==> src/rtl/card_regfile_arbiter.sv <==
// Arbitrates the shared card regfile: round-robin write port, sweep/single-read
// read port, and write-to-read forwarding on the returned data.
//   state   | meaning
//   S_IDLE  | accepts sweep_start or single reads
//   S_SWEEP | issuing sweep addresses 0..len-1, one per cycle
//   S_DRAIN | last sweep beat on the outputs; sweep_done next
module card_regfile_arbiter #(
  parameter int ADDR_W    = 6,
  parameter int DATA_W    = 8,
  parameter int MAX_CARDS = 36
) (
  input  logic              clk,
  input  logic              rst,
  input  logic              wi_req,
  input  logic [ADDR_W-1:0] wi_addr,
  input  logic [DATA_W-1:0] wi_data,
  output logic              wi_gnt,
  input  logic              ws_req,
  input  logic [ADDR_W-1:0] ws_addr,
  input  logic [DATA_W-1:0] ws_data,
  output logic              ws_gnt,
  input  logic              sweep_start,
  input  logic [ADDR_W-1:0] sweep_count,
  output logic              sweep_valid,
  output logic [ADDR_W-1:0] sweep_index,
  output logic [DATA_W-1:0] sweep_data,
  output logic              sweep_done,
  output logic              sweep_overrun,
  input  logic              rd_req,
  input  logic [ADDR_W-1:0] rd_addr,
  output logic              rd_gnt,
  output logic              rd_valid,
  output logic [DATA_W-1:0] rd_data,
  output logic              rf_w_en,
  output logic [ADDR_W-1:0] rf_w_addr,
  output logic [DATA_W-1:0] rf_w_data,
  output logic [ADDR_W-1:0] rf_r_addr,
  input  logic [DATA_W-1:0] rf_r_data
);

  typedef enum logic [1:0] {S_IDLE, S_SWEEP, S_DRAIN} state_t;

  localparam logic [ADDR_W-1:0] MAX_LEN = ADDR_W'(MAX_CARDS);

  state_t            state;
  logic              ws_ptr;
  logic [ADDR_W-1:0] len;
  logic [ADDR_W-1:0] idx;
  logic [ADDR_W-1:0] clamp_len;
  logic [DATA_W-1:0] ret_data;
  logic [DATA_W-1:0] sweep_data_q;
  logic [DATA_W-1:0] rd_data_q;

  assign ws_gnt = rst & ws_req & (~wi_req | ws_ptr);
  assign wi_gnt = rst & wi_req & (~ws_req | ~ws_ptr);
  assign rd_gnt = rst & (state == S_IDLE) & rd_req & ~sweep_start;

  assign clamp_len = (sweep_count > MAX_LEN) ? MAX_LEN : sweep_count;

  // A write granted in the same cycle as the read lands in the regfile only at
  // the end of the return cycle, so take its data straight from the write port.
  assign ret_data = (rf_w_en && (rf_w_addr == rf_r_addr)) ? rf_w_data : rf_r_data;

  assign sweep_data = sweep_valid ? ret_data : sweep_data_q;
  assign rd_data    = rd_valid    ? ret_data : rd_data_q;

  always_ff @(posedge clk) begin
    if (!rst) begin
      state         <= S_IDLE;
      ws_ptr        <= 1'b1;
      len           <= '0;
      idx           <= '0;
      rf_w_en       <= 1'b0;
      rf_w_addr     <= '0;
      rf_w_data     <= '0;
      rf_r_addr     <= '0;
      sweep_valid   <= 1'b0;
      sweep_index   <= '0;
      sweep_data_q  <= '0;
      sweep_done    <= 1'b0;
      sweep_overrun <= 1'b0;
      rd_valid      <= 1'b0;
      rd_data_q     <= '0;
    end else begin
      rf_w_en <= wi_gnt | ws_gnt;
      if (ws_gnt) begin
        rf_w_addr <= ws_addr;
        rf_w_data <= ws_data;
      end else if (wi_gnt) begin
        rf_w_addr <= wi_addr;
        rf_w_data <= wi_data;
      end
      if (wi_req && ws_req) ws_ptr <= ~ws_ptr;

      sweep_valid   <= 1'b0;
      sweep_done    <= 1'b0;
      sweep_overrun <= 1'b0;
      rd_valid      <= 1'b0;
      if (sweep_valid) sweep_data_q <= ret_data;
      if (rd_valid)    rd_data_q    <= ret_data;

      case (state)
        S_IDLE: begin
          if (sweep_start) begin
            len <= clamp_len;
            idx <= '0;
            if (clamp_len == '0) sweep_done <= 1'b1;
            else                 state      <= S_SWEEP;
          end else if (rd_req) begin
            rf_r_addr <= rd_addr;
            rd_valid  <= 1'b1;
          end
        end
        S_SWEEP: begin
          rf_r_addr     <= idx;
          sweep_index   <= idx;
          sweep_valid   <= 1'b1;
          idx           <= idx + ADDR_W'(1);
          sweep_overrun <= sweep_start;
          if (idx == len - ADDR_W'(1)) state <= S_DRAIN;
        end
        S_DRAIN: begin
          sweep_done    <= 1'b1;
          sweep_overrun <= sweep_start;
          state         <= S_IDLE;
        end
        default: state <= S_IDLE;
      endcase
    end
  end

endmodule
==> config.mk <==
export PLATFORM = sky130hd
export DESIGN_NAME = card_regfile_arbiter
export DESIGN_NICKNAME = d
export VERILOG_FILES = /design/src/rtl/card_regfile_arbiter.sv
export SDC_FILE = /design/constraint.sdc
export NUM_CORES = 1
export LEC_CHECK = 0
export CORE_MARGIN = 1
export CORE_UTILIZATION = 35
export CTS_BUF_LIST = sky130_fd_sc_hd__clkbuf_8
export DETAILED_ROUTE_END_ITERATION = 7
export GPL_TIMING_DRIVEN = 0
export PLACE_DENSITY = 0.64
export SLEW_MARGIN = 20
export SYNTH_ARGS = -nofsm -noshare
export SYNTH_HDL_FRONTEND = slang
export SYNTH_SLANG_ARGS = --single-unit
==> constraint.sdc <==
create_clock -name clk -period 3 [get_ports clk]
set_clock_uncertainty 0.2 [all_clocks]
set_input_delay 0.6 -clock clk [delete_from_list [all_inputs] [get_ports clk]]
set_output_delay 0.6 -clock clk [all_outputs]
set_load 0.05 [all_outputs]
Word level (Yosys, flattened, before mapping) --
Index checks and enable logic that the tools add are counted.
Cells by class: add/subtract/negate cells 2, order comparisons 1, eq/ne operators 9, multiplexer cells 22, bitwise gates (word level) 16, reduce and logical (&&, ||, !) cells 13
Operators with widths (count):
- 2-to-1 mux 8 bit | 5
- 2-to-1 mux 6 bit | 6
- case mux 6 bit (2 select lines) | 2
- equality test 6 bit | 2
- != test 2 bit (second input constant) | 5
- bitwise AND 1 bit | 7
- adder 6 x 1 -> 6 bit (second input constant) | 1
- greater-than comparator 6 bit (second input constant) | 1
- logical NOT 6 bit | 1
- 2-to-1 mux 2 bit | 3
- NOT 1 bit | 6
- AND reduction 2 bit | 3
- AND reduction 3 bit | 2
- subtractor 6 x 1 -> 6 bit (second input constant) | 1
- 2-to-1 mux 1 bit | 4
- case mux 2 bit (2 select lines) | 1
- nonzero test 2 bit | 2
- OR 1 bit | 3
- OR reduction 3 bit | 1
- equality test 2 x 1 -> 1 bit (second input constant) | 1
- equality test 2 bit (second input constant) | 1
- logical AND 1 bit | 2
- logical NOT 2 bit | 1
- case mux 1 bit (2 select lines) | 1
- OR reduction 2 bit | 1
Storage, ports and cells: bits in registers 62, output and inout bits 50, word-level logic and storage cells 78

Depth between registers and ports, before layout --
depth in word-level cells 6, gate-level depth with buffers 9, gate-level depth less buffers 7

Worst setup path after synthesis --
OpenSTA, ideal clock, no wires.
path kind register to output, start point reg rf_r_addr[0], end point out rd_data[2], data arrival time 2503 ps, required time 2200 ps, slack -303 ps, stages on the path, launching flop included 6, path buffers 0, cells stage by stage dfxtp_1 -> xnor2_1 -> nand4_1 -> nor4_4 -> mux2i_1 -> a21oi_1
Between the ends: word-level cells in the longest chain between the ends 4
Ends and longest elaborated chain:
- start: declaration | line 37 | output logic [ADDR_W-1:0] rf_r_addr,
- start signal: assignment | line 110 | rf_r_addr <= rd_addr;
- start signal: assignment | line 115 | rf_r_addr <= idx;
- equality test 6 bit | line 62 | assign ret_data = (rf_w_en && (rf_w_addr == rf_r_addr)) ? rf_w_data : rf_r_data;
- logical AND 1 bit | line 62
- 2-to-1 mux 8 bit | line 62
- 2-to-1 mux 8 bit
- end: declaration | line 33 | output logic [DATA_W-1:0] rd_data,
Every way passes these cells.

Worst setup path after layout --
start point in ws_req, end point out ws_gnt
Between the ends: word-level cells in the longest chain between the ends 2
Ends and longest elaborated chain:
- start: declaration | line 18 | input logic ws_req,
- bitwise AND 1 bit (2 in series) | line 54 | assign ws_gnt = rst & ws_req & (~wi_req | ws_ptr);
- end: declaration | line 21 | output logic ws_gnt,
Every way passes these cells.

==> impl_metrics.json <==
{
  "hold_buffers": 0,
  "pin_count": 104,
  "critPathSlowestCell": "clkdlybuf4s50_1",
  "htreeDepth": 3,
  "vdd_ir_drop_max_mv": 0.311,
  "crit_chain": "clkdlybuf4s50_1, nand2_1, a21oi_2, buf_4, buf_2",
  "gp_congestion": 0.802,
  "p_per_area_nw_per_um2": 536,
  "endpoint_kind": "primary output",
  "worstHoldStart": "sweep_index[0]",
  "drc_errors": 0,
  "clk_latency_ps": 330,
  "switching_share": 0.369,
  "r2r-end": "rf_r_addr[4]",
  "clk_path_buf_depth": 2,
  "syn_inst": 337,
  "die_h_um": 94.7,
  "via_per_inst": 4.99,
  "worstPathRequired_ps": 2200,
  "avgSynthCellArea_um2": 8.92,
  "pwr-share-comb": 0.342,
  "busiest_layer": "met2",
  "cts-root-buf": "clkbuf_8",
  "gr-usage-met3": 0.0403,
  "fin_crit_sh": 0.975,
  "grt_util_met1": 0.274,
  "setup_tns_ps": 0,
  "io_buffers": 102,
  "std_cell_rows": 33,
  "place_area_um2": 4220,
  "rrSetupSlack_ps": 740,
  "critical_path_peak_fanout": 10,
  "path_clk_slew_ps": 70,
  "syn_area_um2": 3010,
  "synthFlopType": "dfxtp_1",
  "area_growth_pct": 50.2,
  "cap_violations": 0,
  "drive_above_1_share": 0.174,
  "hold_viol_final": 0,
  "synth_top_area_share": 0.413,
  "cts_tree": "done",
  "ys_types": 40,
  "r2r_start": "state[1]",
  "worstMarginPinSlew_ps": 609,
  "yosys_warnings": 0,
  "p_clk_frac": 0.268,
  "hold_class": "flip-flop to flip-flop",
  "worstSetupPathType": "input port to primary output",
  "die_width_um": 94.7,
  "layout_common_cells": "clkdlybuf4s50_1, dfxtp_1, nand2_1, o21ai_0",
  "async_flop_share": 0,
  "finalSetupViolCount": 0,
  "cts.sink_count": 62,
  "start_kind": "input port",
  "p_sw_mw": 0.894,
  "status": "finished, final reports clean",
  "slew_headroom": 0.594,
  "ant_nets": 0,
  "leakagePower_nw": 1.87,
  "p_seq_frac": 0.390,
  "gr-usage-met2": 0.316,
  "final_common_cell": "clkdlybuf4s50_1",
  "cp.depth": 5,
  "final_nets": 515,
  "ys_ff_latch": 62,
  "drt_iter0_markers": 114,
  "yosysTopAreaCell": "dfxtp_1",
  "wl_um": 8550,
  "start_util": 0.364,
  "slew_violations": 0,
  "utilization": 0.547,
  "route.vias.total": 2823,
  "slowest_delay_ps": 550,
  "final_cell_area_um2": 4520,
  "hpwl_um": 6350,
  "fillers": 773,
  "yosysSeqAreaShare": 0.413,
  "grt_pass1_wl_um": 13800,
  "core_area_um2": 8260,
  "internal-power_mw": 1.53,
  "max_freq_mhz": 342,
  "antenna_found_initial": 0,
  "dr.pass1.iters": 5,
  "synth_edf_count": 0,
  "rsz0062_at_grt": "true",
  "grt.total_usage": 0.202,
  "cts_buffers": 9,
  "synth_area_leaders": "dfxtp_1, mux2i_1, a21oi_1",
  "overflow": 0,
  "antenna_cells": 0,
  "dieArea_um2": 8960,
  "p_total_mw": 2.42,
  "finalCriticalPeriod_ps": 2920,
  "synth_fp_nets": 396,
  "wire_per_inst_um": 15.1,
  "cp-endpoint": "ws_gnt",
  "grt_max_degree": 12,
  "cp_data_arrival_time_ps": 2120,
  "crit_buf_inv": 3,
  "path_delay_family": "buffers and inverters",
  "reg2reg_depth": 8,
  "startpoint": "ws_req",
  "first_global_vias": 2715
}
-- flip-flops by register name, indices dropped and copies added, names as in the netlist, 2 cells and up --
signal        count
sweep_data_q      8
rf_w_addr         6
rf_w_data         8
len               6
rd_data_q         8
idx               6
rf_r_addr         6
sweep_index       6
state             2
-- power by group through the flow --
stage          sequential (mW)  combinational, mW  clock, mW
2_1_floorplan             1.05              0.431          0
3_3_place_gp             0.956              0.800          0
3_5_place_dp             0.956              0.804          0
4_1_cts                  0.945              0.821      0.666
5_1_grt                  0.954              0.886      0.712
6_report                 0.945              0.829      0.648
-- metrics by stage --
step | std cells | setup slack [ps] | hold slack (ps)
after floorplan | 337 | -48.6 | 255
after global placement | 544 | -539 | 265
after detailed placement | 544 | -568 | 269
after CTS | 563 | -185 | 281
after global routing | 566 | -6.66 | 300
final | 566 | 76.0 | 278
-- timing repair --
action | CTS | global route
setup endpoints to repair | 19 | 17
pin swaps | 1 | 5
resized for setup | 113 | 9
setup buffers | 3 | 3
hold endpoints to repair | 0 | 0
-- cells in the mapped netlist, drive strengths merged, types with 3 or more instances --
library cell  instances
buf                   5
nor3b                 3
ha                    5
and3                  4
o211a                19
inv                   9
xnor2                 9
nand2                28
clkbuf               18
xor2                  9
a222oi                3
a21oi                39
o21ai                26
dfxtp                62
mux2i                30
nor2                 22
a22oi                 3
nor2b                16
-- per-layer routing --
layer,vias to the layer above,wire [µm]
li1,1438,-
met2,61,4050
met5,-,0
met4,0,103
met1,1318,4010
met3,6,380
-- layout make-up --
class / instances / area [µm²] / share of cell area
flip-flops and latches: 62 / 1250 / 0.278
inverters: 9 / 33.8 / 0.00748
clock inverters: 6 / 37.5 / 0.00831
multi-input cells: 243 / 1810 / 0.402
clock buffers: 10 / 138 / 0.0305
plain buffers: 23 / 93.8 / 0.0208
repair buffers: 108 / 1010 / 0.224
well taps: 105 / 131 / 0.0291
-- worst min-delay path, stage by stage (launching register included) --
cell and delay, ps:
dfxtp_1 310, nand2_1 50, a21boi_0 70
-- worst min-delay path by stage --
stage	endpoint	slack, ps	depth (start not counted)
after CTS	len[5]	280	2
final	sweep_index[0]	280	2
after detailed placement	sweep_index[0]	270	2
after global placement	len[5]	270	2
after global routing	len[5]	300	2
after floorplan	len[5]	260	2
-- cells by family after synthesis --
kind of cell	after synthesis	share of synthesized area
multiplexers	31	0.104
adder cells (fa/ha/maj)	5	0.0208
AO/OA/AOI/OAI	99	0.215
buffers and inverters	32	0.0416
XOR/XNOR	18	0.0525
AND/OR/NAND/NOR	90	0.153
flip-flops	62	0.413
(Power assumes the default switching activity.)
